`src/rtl/sd_arbiter.sv`:
```
// SD card host arbiter: shares one SD sector interface between the floppy
// controller (FDC) and the ACSI hard-disk emulation. Requests are held
// levels; the owner is chosen round-robin on a tie, and a stalled request
// is aborted by a saturating timeout counter.
module sd_arbiter #(
    parameter int TIMEOUT_W = 16
) (
    input  logic        clk_32,
    input  logic        reset,
    input  logic [1:0]  fdc_rd,
    input  logic [1:0]  fdc_wr,
    input  logic [31:0] fdc_lba,
    input  logic [7:0]  fdc_din,
    input  logic [1:0]  acsi_rd,
    input  logic [1:0]  acsi_wr,
    input  logic [31:0] acsi_lba,
    input  logic [7:0]  acsi_din,
    output logic [3:0]  sd_rd,
    output logic [3:0]  sd_wr,
    output logic [31:0] sd_lba,
    output logic [7:0]  sd_din,
    input  logic        sd_busy,
    input  logic        sd_done,
    input  logic        sd_dout_strobe,
    output logic        fdc_ack,
    output logic        fdc_done,
    output logic        fdc_strobe,
    output logic        acsi_ack,
    output logic        acsi_done,
    output logic        acsi_strobe,
    output logic        timeout_err
);

    typedef enum logic [1:0] {ST_IDLE, ST_REQ, ST_XFER, ST_RELEASE} state_t;
    typedef enum logic {OWN_FDC, OWN_ACSI} owner_t;

    localparam logic [TIMEOUT_W-1:0] CNT_MAX = '1;
    localparam logic [TIMEOUT_W-1:0] CNT_ONE = TIMEOUT_W'(1);

    // Counter increment that sticks at all-ones instead of wrapping.
    function automatic logic [TIMEOUT_W-1:0] sat_inc(input logic [TIMEOUT_W-1:0] v);
        return (v == CNT_MAX) ? v : v + CNT_ONE;
    endfunction

    state_t               state, state_nx;
    owner_t               owner, owner_nx;
    owner_t               last,  last_nx;
    logic [TIMEOUT_W-1:0] cnt,   cnt_nx;

    logic fdc_pend, acsi_pend, own_pend;
    logic is_fdc, is_acsi, timed_out;

    assign fdc_pend  = |{fdc_rd, fdc_wr};
    assign acsi_pend = |{acsi_rd, acsi_wr};
    assign is_fdc    = (owner == OWN_FDC);
    assign is_acsi   = (owner == OWN_ACSI);
    assign own_pend  = is_fdc ? fdc_pend : acsi_pend;
    assign timed_out = (state == ST_REQ) && (cnt == CNT_MAX);

    // State, ownership and timeout registers; reset makes FDC win the first tie.
    always_ff @(posedge clk_32 or posedge reset) begin
        if (reset) begin
            state <= ST_IDLE;
            owner <= OWN_FDC;
            last  <= OWN_ACSI;
            cnt   <= '0;
        end else begin
            state <= state_nx;
            owner <= owner_nx;
            last  <= last_nx;
            cnt   <= cnt_nx;
        end
    end

    // Next-state logic: grant, wait for host ack or abort, then one release cycle.
    always_comb begin
        state_nx = state;
        owner_nx = owner;
        last_nx  = last;
        cnt_nx   = '0;
        case (state)
            ST_IDLE: begin
                if (fdc_pend && acsi_pend) begin
                    owner_nx = (last == OWN_FDC) ? OWN_ACSI : OWN_FDC;
                    state_nx = ST_REQ;
                end else if (fdc_pend) begin
                    owner_nx = OWN_FDC;
                    state_nx = ST_REQ;
                end else if (acsi_pend) begin
                    owner_nx = OWN_ACSI;
                    state_nx = ST_REQ;
                end
            end
            ST_REQ: begin
                if (cnt == CNT_MAX) begin
                    last_nx  = owner;
                    state_nx = ST_IDLE;
                end else if (sd_busy) begin
                    last_nx  = owner;
                    state_nx = ST_XFER;
                end else if (!own_pend) begin
                    state_nx = ST_IDLE;
                end else begin
                    cnt_nx = sat_inc(cnt);
                end
            end
            ST_XFER: begin
                if (!sd_busy) state_nx = ST_RELEASE;
            end
            default: begin
                state_nx = ST_IDLE;
            end
        endcase
    end

    // Host-side request mux and owner-gated handshakes; non-owner always sees 0.
    always_comb begin
        sd_rd       = 4'b0000;
        sd_wr       = 4'b0000;
        sd_lba      = is_acsi ? acsi_lba : fdc_lba;
        sd_din      = is_acsi ? acsi_din : fdc_din;
        timeout_err = timed_out;
        if ((state == ST_REQ) && !timed_out) begin
            if (is_fdc) begin
                sd_rd = {2'b00, fdc_rd};
                sd_wr = {2'b00, fdc_wr};
            end else begin
                sd_rd = {acsi_rd, 2'b00};
                sd_wr = {acsi_wr, 2'b00};
            end
        end
        fdc_ack     = sd_busy & is_fdc  & ((state == ST_REQ) || (state == ST_XFER));
        acsi_ack    = sd_busy & is_acsi & ((state == ST_REQ) || (state == ST_XFER));
        // sd_done is not state-qualified, so reset must mask it explicitly.
        fdc_done    = sd_done & is_fdc  & ~reset;
        acsi_done   = sd_done & is_acsi & ~reset;
        fdc_strobe  = sd_dout_strobe & is_fdc  & (state == ST_XFER);
        acsi_strobe = sd_dout_strobe & is_acsi & (state == ST_XFER);
    end

endmodule

```
`config.mk`:
```
export PLATFORM = sky130hd
export DESIGN_NAME = sd_arbiter
export DESIGN_NICKNAME = d
export VERILOG_FILES = /design/src/rtl/sd_arbiter.sv
export SDC_FILE = /design/constraint.sdc
export NUM_CORES = 1
export LEC_CHECK = 0
export CAP_MARGIN = 20
export CORE_MARGIN = 4
export CORE_UTILIZATION = 36
export CTS_BUF_LIST = sky130_fd_sc_hd__clkbuf_4
export DETAILED_ROUTE_END_ITERATION = 6
export PLACE_DENSITY_LB_ADDON = 0.15
export RECOVER_POWER = 100
export SLEW_MARGIN = 20
export SYNTH_ARGS = -nofsm -noshare
export SYNTH_HDL_FRONTEND = slang
export SYNTH_SLANG_ARGS = --single-unit
```
`constraint.sdc`:
```
create_clock -name clk_32 -period 2.7 [get_ports clk_32]
set_input_delay 0.27 -clock clk_32 [delete_from_list [all_inputs] [get_ports clk_32]]
set_output_delay 0.27 -clock clk_32 [all_outputs]
set_load 0.01 [all_outputs]
```
==> flow_summary.yaml <==
outcome:
  status: "complete, no violations"
clock_network:
  path_clk_slew_ns: 0.10
  clk_latency_ns: 0.31
  numCtsBuffers: 3
  cts_root_buffer: "clkbuf_4"
  cts.path.max_buffers: 2
  cts_sinks: 20
  cts_tree: "yes"
  h-tree-depth: 1
floorplan:
  die_h_um: 77.4
  die_area_um2: 5980
  ios: 148
  initial_core_util: 0.384
  coreArea_um2: 4500
  fp-row-count: 24
  die_w_um: 77.4
global_routing:
  grt_antenna_before_repair: 0
  grt_pass1_wl_um: 10700
  track_usage: 0.227
  grt_max_degree: 30
  grt_pass1_vias: 2070
  grt.overflow.total: 0
setup_path:
  path_buf_inv: 1
  cp-start-kind: "flip-flop"
  critPathKind: "reg2out"
  cp_slowest_cell: "clkdlybuf4s50_1"
  cp_top_family: "buffers and inverters"
  slowest_delay_ns: 0.48
  crit_chain: "ha_2 > nand3_4 > o41ai_4 > nor2_1 > and2_1 > clkdlybuf4s50_1"
  cp_max_fo: 8
  critPathRequiredTime_ns: 2.43
  cp-end-kind: "primary output"
  cp.arrival_ns: 2.35
final_layout:
  fin_nets: 428
  seqCellArea_um2: 503
  drive_gt1_frac: 0.185
  n_antenna_cell: 0
  nFillCells: 355
  final_util: 0.740
  multi_input_area_um2: 1150
  area_growth_pct: 92.6
drt:
  drt_iter0_markers: 62
  drtPass1Iterations: 4
  vias: 1923
  antenna_left: 0
  route.detailed.drc: 0
  wire_per_inst_um: 18.4
  drt_wl_total_um: 7020
  via_per_inst: 5.05
pwr:
  power.density_nw_per_um2: 641
  leakagePower_nw: 1.27
  power_mw: 2.14
  ir_drop_mv: 0.391
synthesis:
  syn_area_um2: 1730
  synth_ff_type: "dfrtp_1"
  synth_edf_count: 0
  ys_ff_latch: 20
  synth_fp_nets: 277
  yosys_warnings: 0
  ys_types: 39
  synth-seq-area-share: 0.290
  synthCells: 179
  async_reset_ff_frac: 1.00
  syn_avg_cell_area_um2: 9.67
timing:
  finalHoldViolations: 0
  slew_violations: 0
  fin_tns_setup_ns: 0
  fmax_ghz: 0.382
  worst_pin_slew_ns: 1.07
  fin_crit_ns: 2.62
  slew_headroom: 0.286
  finalCritPeriodShare: 0.970
  setup_viol: 0
  finClkSkew_ns: 0.0202
min_path:
  hold_path_class: "reg2reg"
job:
  drv_cap: 0
placement:
  dpl.hpwl_um: 6020
  io_buffers: 147
  gp_congestion: 0.797
==> flip-flops by register name, indices dropped and copies added (netlist names) <==
register / cells
last: 1
state: 2
is_acsi: 1
cnt: 16
==> where the power goes <==
group / internal [mW] / switching (mW) / total [mW] / leakage (nW)
sequential: 0.343 / 0.0857 / 0.429 / 0.268
clock: 0.150 / 0.0972 / 0.247 / 0.0279
combinational: 0.886 / 0.576 / 1.46 / 0.970
total: 1.38 / 0.759 / 2.14 / 1.27
==> Yosys cell counts (all sizes together), types with 2 or more instances <==
cell type  number  area share
o21ai           3      0.0087
nor4            6       0.022
or4             2      0.0087
nor2           26       0.059
ha              5       0.036
nand3           5       0.017
dfrtp          19        0.27
nand2           5       0.011
o41ai           2       0.021
and3            2      0.0072
xnor2          12       0.061
inv            11       0.024
nand4           4       0.023
buf             5       0.027
nor3            5       0.014
clkbuf          2      0.0043
or2             2      0.0072
and2            9       0.033
mux2           41        0.27
==> placed cells by master (no fill, tap or decap), drive strengths merged, types with 4 or more instances in the layout <==
| master | n |
|---|---|
| nor2 | 26 |
| nand3 | 5 |
| clkbuf | 4 |
| inv | 11 |
| nor3 | 5 |
| and2 | 9 |
| nand2 | 5 |
| xnor2 | 12 |
| clkdlybuf4s50 | 145 |
| ha | 5 |
| nor4 | 6 |
| buf | 5 |
| nand4 | 4 |
| dfrtp | 19 |
| mux2 | 41 |
==> metrics by stage <==
step           cells  area, um2  worst slack (ns)  hold slack, ns
2_1_floorplan    179       1730             0.962           0.244
3_3_place_gp     374       3250             0.331           0.473
3_5_place_dp     374       3250             0.291           0.483
4_1_cts          378       3300            0.0581           0.396
5_1_grt          381       3330           -0.0521           0.513
6_report         381       3330            0.0816           0.498
==> cell families after synthesis <==
logic type | after synthesis | synth area share
mux | 42 | 0.272
compound gates | 12 | 0.0658
fa+ha+maj | 5 | 0.0361
buf+inv | 18 | 0.0549
flops | 20 | 0.290
simple gates | 69 | 0.215
xor+xnor | 13 | 0.0658
==> final timing paths <==
check | startpoint | endpoint | slack, ns | cells past startpoint
max in group asynchronous | reset | is_acsi$_DFFE_PP0P_ | 1.16 | 3
min in group asynchronous | reset | cnt[4]$_DFF_PP0_ | 0.81 | 3
worst min register to register | cnt[0]$_DFF_PP0_ | cnt[0]$_DFF_PP0_ | 0.50 | 1
worst min-delay path | cnt[0]$_DFF_PP0_ | cnt[0]$_DFF_PP0_ | 0.50 | 1
worst max register to register | cnt[0]$_DFF_PP0_ | cnt[2]$_DFF_PP0_ | 0.77 | 7
worst max-delay path | cnt[0]$_DFF_PP0_ | sd_rd[2] | 0.08 | 6
==> area by class of cell <==
type	count	share of cell area
multi-input cells	141	0.344
inverters	11	0.0124
clock inverters	1	0.00901
flip-flops and latches	20	0.151
clock buffers	3	0.00675
well taps	52	0.0195
repair buffers	153	0.457
==> metal layers <==
| layer | part of all wire | track usage |
|---|---|---|
| met5 | 0 | 0 |
| met1 | 0.36 | 0.241 |
| met3 | 0.076 | 0.0775 |
| met4 | 0.0081 | 0.0409 |
| met2 | 0.55 | 0.437 |
==> repair_timing <==
item / 4_1_cts / 5_1_grt
setup endpoints to repair: 8 / 8
setup buffers: 0 / 3
hold buffers: 0 / 0
hold endpoints to repair: 0 / 0
gates resized for setup: 0 / 3
pin swaps: 1 / 1
Power figures use the tool's default switching activity.
